<file path="src/rtl/host_mem_bridge.sv">
// Host-side loader/dumper for the NanoMIPS core: fills data memory from a host byte
// stream, runs the core until done or timeout, then streams a result window back.
module host_mem_bridge #(
    parameter int LOAD_BASE  = 0,
    parameter int LOAD_LEN   = 64,
    parameter int DUMP_BASE  = 64,
    parameter int DUMP_LEN   = 64,
    parameter int MAX_CYCLES = 4096
) (
    input  logic        clk,
    input  logic        reset,
    input  logic        start,
    input  logic [7:0]  in_data,
    input  logic        in_valid,
    output logic        in_ready,
    output logic [7:0]  out_data,
    output logic        out_valid,
    input  logic        out_ready,
    output logic [7:0]  mem_addr,
    output logic [7:0]  mem_wdata,
    output logic        mem_we,
    output logic        mem_re,
    input  logic [7:0]  mem_rdata,
    output logic        mem_owner,
    output logic        cpu_reset,
    input  logic        cpu_done,
    output logic        busy,
    output logic        finished,
    output logic        timeout,
    output logic [15:0] run_cycles
);

    typedef enum logic [2:0] {
        S_IDLE    = 3'd0,
        S_LOAD    = 3'd1,
        S_CPU_RST = 3'd2,
        S_RUN     = 3'd3,
        S_DUMP    = 3'd4,
        S_FINISH  = 3'd5
    } state_t;

    localparam logic [8:0]  LOAD_LAST   = 9'(LOAD_LEN - 1);
    localparam logic [8:0]  DUMP_LAST   = 9'(DUMP_LEN - 1);
    localparam logic [7:0]  LOAD_BASE_A = 8'(LOAD_BASE);
    localparam logic [7:0]  DUMP_BASE_A = 8'(DUMP_BASE);
    localparam logic [15:0] MAX_C       = 16'(MAX_CYCLES);

    state_t      state_q, state_d;
    logic [8:0]  cnt_q, cnt_d;
    logic        timeout_q, timeout_d;
    logic [15:0] run_q, run_d;
    logic [15:0] run_inc;
    logic        done_seen;

    assign run_inc = (run_q == 16'hFFFF) ? run_q : run_q + 16'd1;
    // run_q is still zero only during the first RUN cycle, while core fetch settles
    assign done_seen = cpu_done && (run_q != 16'd0);

    always_ff @(posedge clk) begin
        if (reset) begin
            state_q   <= S_IDLE;
            cnt_q     <= '0;
            timeout_q <= 1'b0;
            run_q     <= '0;
        end else begin
            state_q   <= state_d;
            cnt_q     <= cnt_d;
            timeout_q <= timeout_d;
            run_q     <= run_d;
        end
    end

    always_comb begin
        state_d   = state_q;
        cnt_d     = cnt_q;
        timeout_d = timeout_q;
        run_d     = run_q;
        case (state_q)
            S_IDLE, S_FINISH: begin
                if (start) begin
                    state_d   = S_LOAD;
                    cnt_d     = '0;
                    timeout_d = 1'b0;
                    run_d     = '0;
                end
            end
            S_LOAD: begin
                if (in_valid) begin
                    if (cnt_q == LOAD_LAST) begin
                        state_d = S_CPU_RST;
                        cnt_d   = '0;
                    end else begin
                        cnt_d = cnt_q + 9'd1;
                    end
                end
            end
            S_CPU_RST: state_d = S_RUN;
            S_RUN: begin
                run_d = run_inc;
                if (done_seen) begin
                    state_d = S_DUMP;
                    cnt_d   = '0;
                end else if (run_inc == MAX_C) begin
                    state_d   = S_DUMP;
                    cnt_d     = '0;
                    timeout_d = 1'b1;
                end
            end
            S_DUMP: begin
                if (out_ready) begin
                    if (cnt_q == DUMP_LAST) begin
                        state_d = S_FINISH;
                        cnt_d   = '0;
                    end else begin
                        cnt_d = cnt_q + 9'd1;
                    end
                end
            end
            default: state_d = S_IDLE;
        endcase
    end

    always_comb begin
        in_ready  = 1'b0;
        out_valid = 1'b0;
        out_data  = 8'h00;
        mem_addr  = 8'h00;
        mem_wdata = 8'h00;
        mem_we    = 1'b0;
        mem_re    = 1'b0;
        mem_owner = 1'b1;
        cpu_reset = 1'b1;
        busy      = 1'b0;
        finished  = 1'b0;
        case (state_q)
            S_LOAD: begin
                // a reset cycle must not commit a write or acknowledge a byte
                in_ready  = !reset;
                mem_we    = in_valid && !reset;
                mem_addr  = LOAD_BASE_A + cnt_q[7:0];
                mem_wdata = in_data;
                busy      = 1'b1;
            end
            S_CPU_RST: busy = 1'b1;
            S_RUN: begin
                cpu_reset = 1'b0;
                mem_owner = 1'b0;
                busy      = 1'b1;
            end
            S_DUMP: begin
                mem_re    = 1'b1;
                mem_addr  = DUMP_BASE_A + cnt_q[7:0];
                out_data  = mem_rdata;
                out_valid = 1'b1;
                busy      = 1'b1;
            end
            S_FINISH: finished = 1'b1;
            default: ;
        endcase
    end

    assign timeout    = timeout_q;
    assign run_cycles = run_q;

endmodule

</file>
<file path="config.mk">
export PLATFORM = sky130hd
export DESIGN_NAME = host_mem_bridge
export DESIGN_NICKNAME = d
export VERILOG_FILES = /design/src/rtl/host_mem_bridge.sv
export SDC_FILE = /design/constraint.sdc
export NUM_CORES = 1
export LEC_CHECK = 0
export CORE_MARGIN = 10
export CORE_UTILIZATION = 50
export DETAILED_ROUTE_END_ITERATION = 16
export GPL_TIMING_DRIVEN = 0
export HOLD_SLACK_MARGIN = 0.05
export PLACE_DENSITY = 0.83
export SETUP_SLACK_MARGIN = 0.15
export SKIP_LAST_GASP = 1
export SLEW_MARGIN = 5
export SYNTH_ARGS = -nofsm -noshare
export SYNTH_HDL_FRONTEND = slang
export SYNTH_SLANG_ARGS = --single-unit
</file>
<file path="constraint.sdc">
create_clock -name clk -period 3.85 [get_ports clk]
set_clock_uncertainty 0.1 [all_clocks]
set_input_delay 1.155 -clock clk [delete_from_list [all_inputs] [get_ports clk]]
set_output_delay 1.155 -clock clk [all_outputs]
set_load 0.03 [all_outputs]
</file>
==> run summary <==
Most frequent cell after synthesis -> dfxtp_1
Final hold violation count -> 0
First-pass GRT wire length -> 11300 um
Fin crit share -> 0.956
EDFF count, synth -> 0
Area Overhead vs Synth -> 41.2%
# nets final -> 402
Die area -> 7380 um2
CTS tree -> yes
GPL Wtd Cong -> 0.967
Simple-Gate Fraction of Synth Area -> 0.370
Syn Area/Cell -> 7.29 um2
Crit path max fanout -> 1
Compound-Gate Fraction of Synth Area -> 0.229
Synth Cell Area -> 2170 um2
Antenna fix cells -> 0
1st-pass router iterations -> 4
Final Util -> 0.746
Max Clock Freq -> 272 MHz
Antenna violations before repair -> 0
DR DRC count -> 0
CTS root buffer -> clkbuf_8
Placed Cells -> 418
Mux cell area share after synthesis -> 0.0144
H-tree lvl count -> 2
Xor and xnor area share after synthesis -> 0.0201
Fin cells -> 426
CTS buffer count -> 5
GRT overflow -> 0
Syn Nets -> 325
Final setup violation count -> 0
Netlist cell types -> 51
CP required -> 2.59 ns
CP arrival -> 2.43 ns
Final Critical Period -> 3.68 ns
Headroom to the max-slew limit -> 0.634
WL final -> 6940 um
Top cells by area, synth -> dfxtp_1 (27%), a21oi_1 (5.8%), and2_1 (4.9%)
Post-DP HPWL -> 5380 um
List of most frequent post-synthesis cells -> dfxtp_1 (29), nor2_1 (28), a21oi_1 (25)
Max VDD drop -> 350 uV
Setup bufs post-CTS -> 0
Synthesized instance count -> 298
DR vias -> 2418
Leakage Power -> 1.30 nW
Ys Warns -> 0
Post-route ant nets -> 0
Rows -> 23
Synth async-reset ratio -> 0
Area leader, netlist -> dfxtp_1
Post-synth top area share -> 0.267
DRT iter0 DRCs -> 191
Dominant synthesized flop cell -> dfxtp_1
Insertion delay to the later sink of the worst-skew pair -> 0.29 ns
Critical path class -> in2out
MaxCap Viol Count -> 0
Die Height -> 85.9 um
Hold depth -> 2
Pins over their slew limit -> 0
Largest family of logic cells by synthesized area -> simple AND/OR/NAND/NOR gates
Seq/Total Area, Yosys -> 0.267
Clock transition at the registers of the reported paths -> 0.07 ns
Maximum root-to-sink buffer count -> 2
Largest net degree at the start of global routing -> 12
Clk sinks -> 29
I/O Pins -> 71
Cell count of the worst reg-to-reg path -> 9
Initial Util -> 0.528
Drt via density -> 5.68
Endpoint type of the worst setup path -> primary output
Gr usage total -> 0.183
Power Dens Cells -> 391 nW/um2
WHS -> 0.412 ns
Startpoint Class -> input port
Synth Register Bits -> 29
Die W -> 85.9 um
Core Footprint -> 4120 um2
RSZ-0062 raised after global routing -> false
Slew of the pin with the lowest slew margin -> 0.546 ns
Adder and majority gate portion of the synthesized area -> 0.0288
# port buffers -> 70
Wire per inst -> 16.3 um
Vias in the first global route -> 2244
Outcome -> completed
Share of layout cells above drive strength 1 -> 0.109
Worst min path class -> reg2reg
## where the power goes
group / internal, mW / total, mW / switching, mW / leakage (nW)
sequential: 0.317 / 0.340 / 0.0230 / 0.234
combinational: 0.229 / 0.608 / 0.379 / 1.03
clock: 0.124 / 0.251 / 0.126 / 0.0439
total: 0.671 / 1.20 / 0.528 / 1.30
## metal layers
metal  global-route usage  vias to the layer above  routed length (um)
li1                     -                     1223                   -
met1                0.241                     1118                3010
met2                0.287                       74                3370
met3               0.0464                        3                 540
met4               0.0449                        0                  22
met5                    0                        -                   0
## final timing paths
| path | startpoint | to | slack, ns |
|---|---|---|---|
| setup / recovery | mem_rdata[1] | out_data[1] | 0.17 |
| hold / removal | cnt_q[0]$_SDFFE_PP0P_ | cnt_q[0]$_SDFFE_PP0P_ | 0.41 |
| setup reg to reg | run_cycles[1]$_SDFFE_PP0P_ | cnt_q[2]$_SDFFE_PP0P_ | 0.81 |
| hold reg to reg | cnt_q[0]$_SDFFE_PP0P_ | cnt_q[0]$_SDFFE_PP0P_ | 0.41 |
## repair_timing
| action | in CTS | in global routing |
|---|---|---|
| cloned | 0 | 0 |
| setup endpoints to repair | 4 | 24 |
| resized for setup | 14 | 21 |
| hold buffers | 0 | 0 |
## final cells by class
class | count | area [um2]
Tap cell | 50 | 62.6
Multi-Input combinational cell | 233 | 1450
Timing Repair Buffer | 70 | 728
Buffer | 23 | 116
Inverter | 13 | 48.8
Sequential cell | 29 | 581
Clock inverter | 3 | 17.5
Clock buffer | 5 | 68.8
Fill cell | 337 | 1050
## cell usage in the layout (no fill, tap or decap), types with 10 or more instances in the layout
cell type / instances
and2_1: 17
dlymetal6s2s_1: 14
inv_1: 13
dfxtp_1: 29
nand2_1: 22
clkdlybuf4s50_1: 54
o21ai_0: 15
nor3_1: 12
a21oi_1: 25
and3_1: 11
nand3_1: 10
nor2_1: 28
## critical path, cell delays in order
cell and delay (ns):
clkdlybuf4s50_1 0.45, and3_1 0.14, clkdlybuf4s50_1 0.68
## state kept, by name, summed over array words and instances, names as in the netlist
name	count
run_cycles	16
timeout	1
state_q	3
cnt_q	9
## metrics by stage
| stage | power [mW] | area [um2] | setup TNS [ns] | setup slack (ns) |
|---|---|---|---|---|
| detailed placement | 0.951 | 2940 | -0.620 | -0.462 |
| global route | 1.28 | 3070 | 0 | 0.151 |
| global placement | 0.939 | 2940 | -0.616 | -0.450 |
| CTS | 1.20 | 3030 | 0 | 0.153 |
| finish | 1.20 | 3070 | 0 | 0.168 |
| floorplan | 0.742 | 2170 | 0 | 0.330 |
## kinds of logic (layout without fill, tap and decap cells)
| group | after synthesis | in the layout |
|---|---|---|
| and+or+nand+nor | 143 | 143 |
| AOI/OAI and AO/OA | 77 | 77 |
| buffers and inverters | 36 | 114 |
| DFF | 29 | 29 |
| adders and majority gates | 5 | 5 |
| xor gates and xnor gates | 5 | 5 |
| muxes | 3 | 3 |
Power figures use the tool's default switching activity.
